`config.mk`:
```
export PLATFORM = sky130hd
export DESIGN_NAME = branch_update_queue_flat
export DESIGN_NICKNAME = d
export VERILOG_FILES = /design/src/rtl/branch_update_queue_if.sv /design/src/rtl/branch_update_queue.sv /design/src/flat_wrapper.sv
export SDC_FILE = /design/constraint.sdc
export NUM_CORES = 1
export LEC_CHECK = 0
export CAP_MARGIN = 25
export CORE_AREA = 2 2 173 175
export DETAILED_ROUTE_END_ITERATION = 10
export DIE_AREA = 0 0 175 177
export PLACE_DENSITY = 0.7
export SYNTH_ARGS = -nofsm -noshare
export SYNTH_HDL_FRONTEND = slang
export SYNTH_SLANG_ARGS = --single-unit
```
`constraint.sdc`:
```
create_clock -name clk -period 7.71 [get_ports clk]
set_input_delay 1.542 -clock clk [delete_from_list [all_inputs] [get_ports clk]]
set_output_delay 1.542 -clock clk [all_outputs]
set_load 0.005 [all_outputs]
```
`src/rtl/branch_update_queue_if.sv`:
```
// Bundle between the EX-stage resolve logic and the branch update queue,
// including the predictor/BTB update outputs and the statistics counters.
interface branch_update_queue_if #(
    parameter int DATA_WIDTH = 32,
    parameter int CNT_WIDTH  = 32
);
    logic                  in_valid;
    logic                  in_ready;
    logic                  in_is_branch;
    logic                  in_is_jump;
    logic                  in_taken;
    logic                  in_mispredict;
    logic [DATA_WIDTH-1:0] in_pc;
    logic [DATA_WIDTH-1:0] in_target;
    logic                  upd_en;
    logic                  update_predictor;
    logic                  update_btb;
    logic                  actually_taken;
    logic [DATA_WIDTH-1:0] resolved_pc;
    logic [DATA_WIDTH-1:0] resolved_pc_target;
    logic                  empty;
    logic [CNT_WIDTH-1:0]  stat_branches;
    logic [CNT_WIDTH-1:0]  stat_mispredicts;

    // Queue side.
    modport slave (
        input  in_valid, in_is_branch, in_is_jump, in_taken, in_mispredict,
               in_pc, in_target, upd_en,
        output in_ready, update_predictor, update_btb, actually_taken,
               resolved_pc, resolved_pc_target, empty, stat_branches, stat_mispredicts
    );

    // Pipeline / branch-hardware side.
    modport master (
        output in_valid, in_is_branch, in_is_jump, in_taken, in_mispredict,
               in_pc, in_target, upd_en,
        input  in_ready, update_predictor, update_btb, actually_taken,
               resolved_pc, resolved_pc_target, empty, stat_branches, stat_mispredicts
    );
endinterface

```
`src/rtl/branch_update_queue.sv`:
```
// In-order FIFO serialising branch/jump resolutions onto the predictor/BTB update port.
// Optional statistics counters enabled by defining BRANCH_UPDATE_STATS_EN.
module branch_update_queue #(
    parameter int DATA_WIDTH = 32,
    parameter int DEPTH      = 4,
    parameter int CNT_WIDTH  = 32
) (
    input  logic                  clk,
    input  logic                  rstn,
    branch_update_queue_if.slave  bus
);
    localparam int PW = $clog2(DEPTH);

    typedef struct packed {
        logic                  is_branch;
        logic                  taken;
        logic [DATA_WIDTH-1:0] pc;
        logic [DATA_WIDTH-1:0] target;
    } entry_t;

    entry_t          mem_q [DEPTH];
    logic [PW-1:0]   head_q, head_d, tail_q, tail_d;
    logic [PW:0]     count_q, count_d;
    logic            upd_pred_q, upd_btb_q, taken_q;
    logic [DATA_WIDTH-1:0] pc_q, tgt_q;

    logic   full, empty_w, accept, wr, pop;
    entry_t wr_entry, head_entry;

    assign full    = (count_q == (PW+1)'(DEPTH));
    assign empty_w = (count_q == '0);
    assign accept  = bus.in_valid && !full;
    // Non-control instructions complete the handshake but leave no entry.
    assign wr      = accept && (bus.in_is_branch || bus.in_is_jump);
    // Empty is registered state, so a same-edge write is never popped.
    assign pop     = !empty_w && bus.upd_en;

    assign wr_entry.is_branch = bus.in_is_branch && !bus.in_is_jump;
    assign wr_entry.taken     = bus.in_is_jump || bus.in_taken;
    assign wr_entry.pc        = bus.in_pc;
    assign wr_entry.target    = bus.in_target;
    assign head_entry         = mem_q[head_q];

    always_comb begin
        head_d  = pop ? head_q + PW'(1) : head_q;
        tail_d  = wr  ? tail_q + PW'(1) : tail_q;
        count_d = count_q;
        case ({wr, pop})
            2'b10:   count_d = count_q + (PW+1)'(1);
            2'b01:   count_d = count_q - (PW+1)'(1);
            default: count_d = count_q;
        endcase
    end

    always_ff @(posedge clk) begin
        if (wr) mem_q[tail_q] <= wr_entry;
    end

    always_ff @(posedge clk or negedge rstn) begin
        if (!rstn) begin
            head_q     <= '0;
            tail_q     <= '0;
            count_q    <= '0;
            upd_pred_q <= 1'b0;
            upd_btb_q  <= 1'b0;
            taken_q    <= 1'b0;
            pc_q       <= '0;
            tgt_q      <= '0;
        end else begin
            head_q     <= head_d;
            tail_q     <= tail_d;
            count_q    <= count_d;
            upd_pred_q <= pop && head_entry.is_branch;
            upd_btb_q  <= pop && head_entry.taken;
            if (pop) begin
                taken_q <= head_entry.taken;
                pc_q    <= head_entry.pc;
                tgt_q   <= head_entry.target;
            end
        end
    end

    assign bus.in_ready           = !full;
    assign bus.empty              = empty_w;
    assign bus.update_predictor   = upd_pred_q;
    assign bus.update_btb         = upd_btb_q;
    assign bus.actually_taken     = taken_q;
    assign bus.resolved_pc        = pc_q;
    assign bus.resolved_pc_target = tgt_q;

`ifdef BRANCH_UPDATE_STATS_EN
    logic [CNT_WIDTH-1:0] br_cnt_q, mp_cnt_q;

    // Both counters saturate rather than wrap.
    always_ff @(posedge clk or negedge rstn) begin
        if (!rstn) begin
            br_cnt_q <= '0;
            mp_cnt_q <= '0;
        end else begin
            if (wr && wr_entry.is_branch && br_cnt_q != '1)
                br_cnt_q <= br_cnt_q + CNT_WIDTH'(1);
            if (wr && bus.in_mispredict && mp_cnt_q != '1)
                mp_cnt_q <= mp_cnt_q + CNT_WIDTH'(1);
        end
    end

    assign bus.stat_branches    = br_cnt_q;
    assign bus.stat_mispredicts = mp_cnt_q;
`else
    logic unused_mispredict;
    assign unused_mispredict    = bus.in_mispredict;
    assign bus.stat_branches    = '0;
    assign bus.stat_mispredicts = '0;
`endif
endmodule

```
`src/flat_wrapper.sv`:
```
// flat-port wrapper written by rule: the top's interface ports become plain ports
module branch_update_queue_flat 
#(
    parameter int DATA_WIDTH = 32,
    parameter int DEPTH      = 4,
    parameter int CNT_WIDTH  = 32
)
  (clk, rstn, bus_in_valid, bus_in_is_branch, bus_in_is_jump, bus_in_taken, bus_in_mispredict, bus_in_pc, bus_in_target, bus_upd_en, bus_in_ready, bus_update_predictor, bus_update_btb, bus_actually_taken, bus_resolved_pc, bus_resolved_pc_target, bus_empty, bus_stat_branches, bus_stat_mispredicts);
  branch_update_queue_if #(.DATA_WIDTH(DATA_WIDTH), .CNT_WIDTH(CNT_WIDTH)) bus_i ();
  input  logic clk;
  input  logic rstn;
  input wire logic [$bits(bus_i.in_valid)-1:0] bus_in_valid;
  input wire logic [$bits(bus_i.in_is_branch)-1:0] bus_in_is_branch;
  input wire logic [$bits(bus_i.in_is_jump)-1:0] bus_in_is_jump;
  input wire logic [$bits(bus_i.in_taken)-1:0] bus_in_taken;
  input wire logic [$bits(bus_i.in_mispredict)-1:0] bus_in_mispredict;
  input wire logic [$bits(bus_i.in_pc)-1:0] bus_in_pc;
  input wire logic [$bits(bus_i.in_target)-1:0] bus_in_target;
  input wire logic [$bits(bus_i.upd_en)-1:0] bus_upd_en;
  output wire logic [$bits(bus_i.in_ready)-1:0] bus_in_ready;
  output wire logic [$bits(bus_i.update_predictor)-1:0] bus_update_predictor;
  output wire logic [$bits(bus_i.update_btb)-1:0] bus_update_btb;
  output wire logic [$bits(bus_i.actually_taken)-1:0] bus_actually_taken;
  output wire logic [$bits(bus_i.resolved_pc)-1:0] bus_resolved_pc;
  output wire logic [$bits(bus_i.resolved_pc_target)-1:0] bus_resolved_pc_target;
  output wire logic [$bits(bus_i.empty)-1:0] bus_empty;
  output wire logic [$bits(bus_i.stat_branches)-1:0] bus_stat_branches;
  output wire logic [$bits(bus_i.stat_mispredicts)-1:0] bus_stat_mispredicts;
  assign bus_i.in_valid = bus_in_valid;
  assign bus_i.in_is_branch = bus_in_is_branch;
  assign bus_i.in_is_jump = bus_in_is_jump;
  assign bus_i.in_taken = bus_in_taken;
  assign bus_i.in_mispredict = bus_in_mispredict;
  assign bus_i.in_pc = bus_in_pc;
  assign bus_i.in_target = bus_in_target;
  assign bus_i.upd_en = bus_upd_en;
  assign bus_in_ready = bus_i.in_ready;
  assign bus_update_predictor = bus_i.update_predictor;
  assign bus_update_btb = bus_i.update_btb;
  assign bus_actually_taken = bus_i.actually_taken;
  assign bus_resolved_pc = bus_i.resolved_pc;
  assign bus_resolved_pc_target = bus_i.resolved_pc_target;
  assign bus_empty = bus_i.empty;
  assign bus_stat_branches = bus_i.stat_branches;
  assign bus_stat_mispredicts = bus_i.stat_mispredicts;
  branch_update_queue #(.DATA_WIDTH(DATA_WIDTH), .DEPTH(DEPTH), .CNT_WIDTH(CNT_WIDTH)) u_core (.clk(clk), .rstn(rstn), .bus(bus_i));
endmodule
```
==> results.tsv <==
metric	value	unit
power density over the cells	368	mW/mm^2
hpwl dp	13.1	mm
top-count cell post-synth	edfxtp_1	
global-route usage over all layers	15.7	%
min-delay worst type	register to register	
PortBufs	139	
Critical Path Source Type	input port	
CP delay by family, top	buffers and inverters	
Synth area leaders	edfxtp_1 (61%), dfrtp_1 (14%), mux4_2 (11%), nand2_1 (5.6%), buf_4 (3.9%)	
R2R Setup Slk	5.05	ns
initial antenna violation count	0	
vias per cell	4.85	
Final #Nets	962	
max frequency	287	MHz
area of the mapped netlist	0.0130	sq mm
Peak VDD IR	168	uV
Tmin final	3.48	ns
postcts setup bufs	0	
Post-synth top flop	edfxtp_1	
first-pass GRT wire length	37.1	mm
FP Rows	63	
cell taking the most area after synthesis	edfxtp_1	
H-tree Lvls	2	
RSZ-0062 raised after global routing	false	
top post-synthesis cells by count	edfxtp_1 (264), nand2_1 (194), dfrtp_1 (74)	
total gr overflow	0	
Clock Tree Buf Depth	3	
die area	0.0310	sq mm
Vias	6312	
CP Capture Type	register	
Max-slew headroom	42.1	%
I/O pin total	205	
Seq cells post-synth	338	
DIE WIDTH	175	um
final setup fails	0	
Yosys warnings	0	
async set-or-reset flop fraction in the synthesized netlist	21.9	%
placed cell area	0.0145	sq mm
DR iter-0 viols	337	
worst-path fanout max	35	
final WL	23.7	mm
fin area	0.0157	sq mm
Mean Syn Cell Area	17.8	sq um
Worst-Margin Slew	0.868	ns
P&R area growth vs syn	21.5	%
Post-synth EDFFs	264	
Synth top area share	61.1	%
Lkg Pwr	5.83	nW
TritonCTS buffer count	36	
Max Clock Skew	0.0101	ns
crit-path cells	clkdlybuf4s50_1 -> o21ai_0 -> a21oi_1 -> and2_4 -> buf_12	
status	finished clean	
GP Congestion	0.687	
Worst-path clk slew	0.05	ns
# clock sinks	338	
slowest stage delay, CP	0.60	ns
post-synthesis sequential area ratio	75.4	%
# fillers	2333	
Post-DRT Antenna Nets	0	
Die H	177	um
clk_lat worst skew	0.50	ns
critical path required time	7.88	ns
post-cts resize count	0	
slowest CP cell	and2_4	
period utilisation layout	45.2	%
largest net degree at the start of global routing	68	
Cell variety after synth	27	
Pins Over Slew Limit	0	
Initial Util	44.3	%
Core ar.	0.0292	sq mm
TNS Setup	0	ns
crit path DAT	3.65	ns
DRC	0	
layout cells sized above 1	15.3	%
wire length per cell	18.2	um
CTS Hold Buffers Added	0	
DR pass1 iterations	4	
vias in the first global route	6579	
Setup CP Type	input port to register	
CP bufs+invs	2	
Cells after Synth	728	
CTS tree	yes	
Final Hold Viols	0	
max-capacitance violation count	0	
root buf cell	clkbuf_16	
-- per-stage QoR --
| step | std cells | utilization [%] | total power, mW | setup WS, ns | hold WS [ns] |
|---|---|---|---|---|---|
| global route | 1300 | 53.8 | 6.12 | 4.11 | 0.495 |
| finish | 1301 | 53.9 | 5.80 | 4.23 | 0.470 |
| detailed placement | 1234 | 49.7 | 4.18 | 3.53 | 0.461 |
| global placement | 1231 | 49.4 | 4.13 | 3.57 | 0.457 |
| CTS | 1298 | 53.7 | 5.89 | 4.06 | 0.476 |
| floorplan | 791 | - | 3.56 | 3.73 | 0.470 |
-- worst min-delay path, stage by stage, from the launching register on --
cell and delay [ns]:
dfrtp_1 0.34, nand2_1 0.05, nand2_1 0.05
-- cell families after synthesis --
kind of cell / Yosys count / synth area share [%]
compound gates: 4 / 0.232
xor+xnor: 6 / 0.405
simple gates: 205 / 6.10
fa+ha+maj: 6 / 0.637
buf+inv: 100 / 5.54
other cells: 1 / 0.0289
mux: 68 / 11.6
flops: 338 / 75.4
-- layout make-up --
cell class                      count  area (sq um)  area share (%)
Sequential cell                   338          9790            62.1
Multi-Input combinational cell    353          2720            17.3
Timing Repair Buffer              148          1550            9.84
Clock buffer                       51          1020            6.47
Tap cell                          390           488            3.10
Clock inverter                     13           155           0.985
Inverter                            7          26.3           0.167
Antenna cell                        1          2.50          0.0159
-- state kept, by name (all words and copies together), names as in the netlist --
signal / count
u_core.count_q: 3
u_core.bus.update_btb: 1
u_core.mem_q: 264
u_core.bus.resolved_pc_target: 32
u_core.head_q: 2
u_core.bus.actually_taken: 1
u_core.tail_q: 2
u_core.bus.update_predictor: 1
u_core.bus.resolved_pc: 32
-- power by group --
group          switching (mW)  internal (mW)
registers               0.226           2.40
clock network           0.662           1.02
logic                   0.658          0.827
total                    1.55           4.25
-- path summary, 6_finish.rpt --
kind,from,to,cells after the start
min in group asynchronous,rstn,u_core.bus.resolved_pc[19],1
worst min register to register,u_core.bus.resolved_pc_target[5],u_core.bus.resolved_pc_target[5],2
max in group asynchronous,rstn,u_core.head_q[1],2
worst max register to register,u_core.head_q[0],u_core.bus.actually_taken,4
worst min-delay path,u_core.bus.resolved_pc_target[5],u_core.bus.resolved_pc_target[5],2
worst max-delay path,bus_in_is_jump,u_core.mem_q[2][6],5
-- per-layer routing --
metal  GRT usage, %  routed length (um)  vias up
met1           20.9               10300     3218
met4           3.72                 392        0
met3           3.09                1220       31
met5              0                   0        -
met2           26.9               11800      206
li1               -                   -     2857
-- placed cells by master, fill, tap and decap left out, types with 5 or more instances in the layout --
| cell type | netlist | layout |
|---|---|---|
| edfxtp_1 | 264 | 264 |
| nand2_1 | 194 | 194 |
| clkdlybuf4s50_1 | 0 | 138 |
| dfrtp_1 | 74 | 72 |
| mux4_2 | 66 | 66 |
| conb_1 | 1 | 64 |
| clkbuf_16 | 0 | 37 |
| clkbuf_1 | 2 | 10 |
| inv_1 | 7 | 6 |
| ha_1 | 5 | 5 |
| buf_4 | 67 | 5 |
Note: power is estimated with default switching activity, not from simulation.
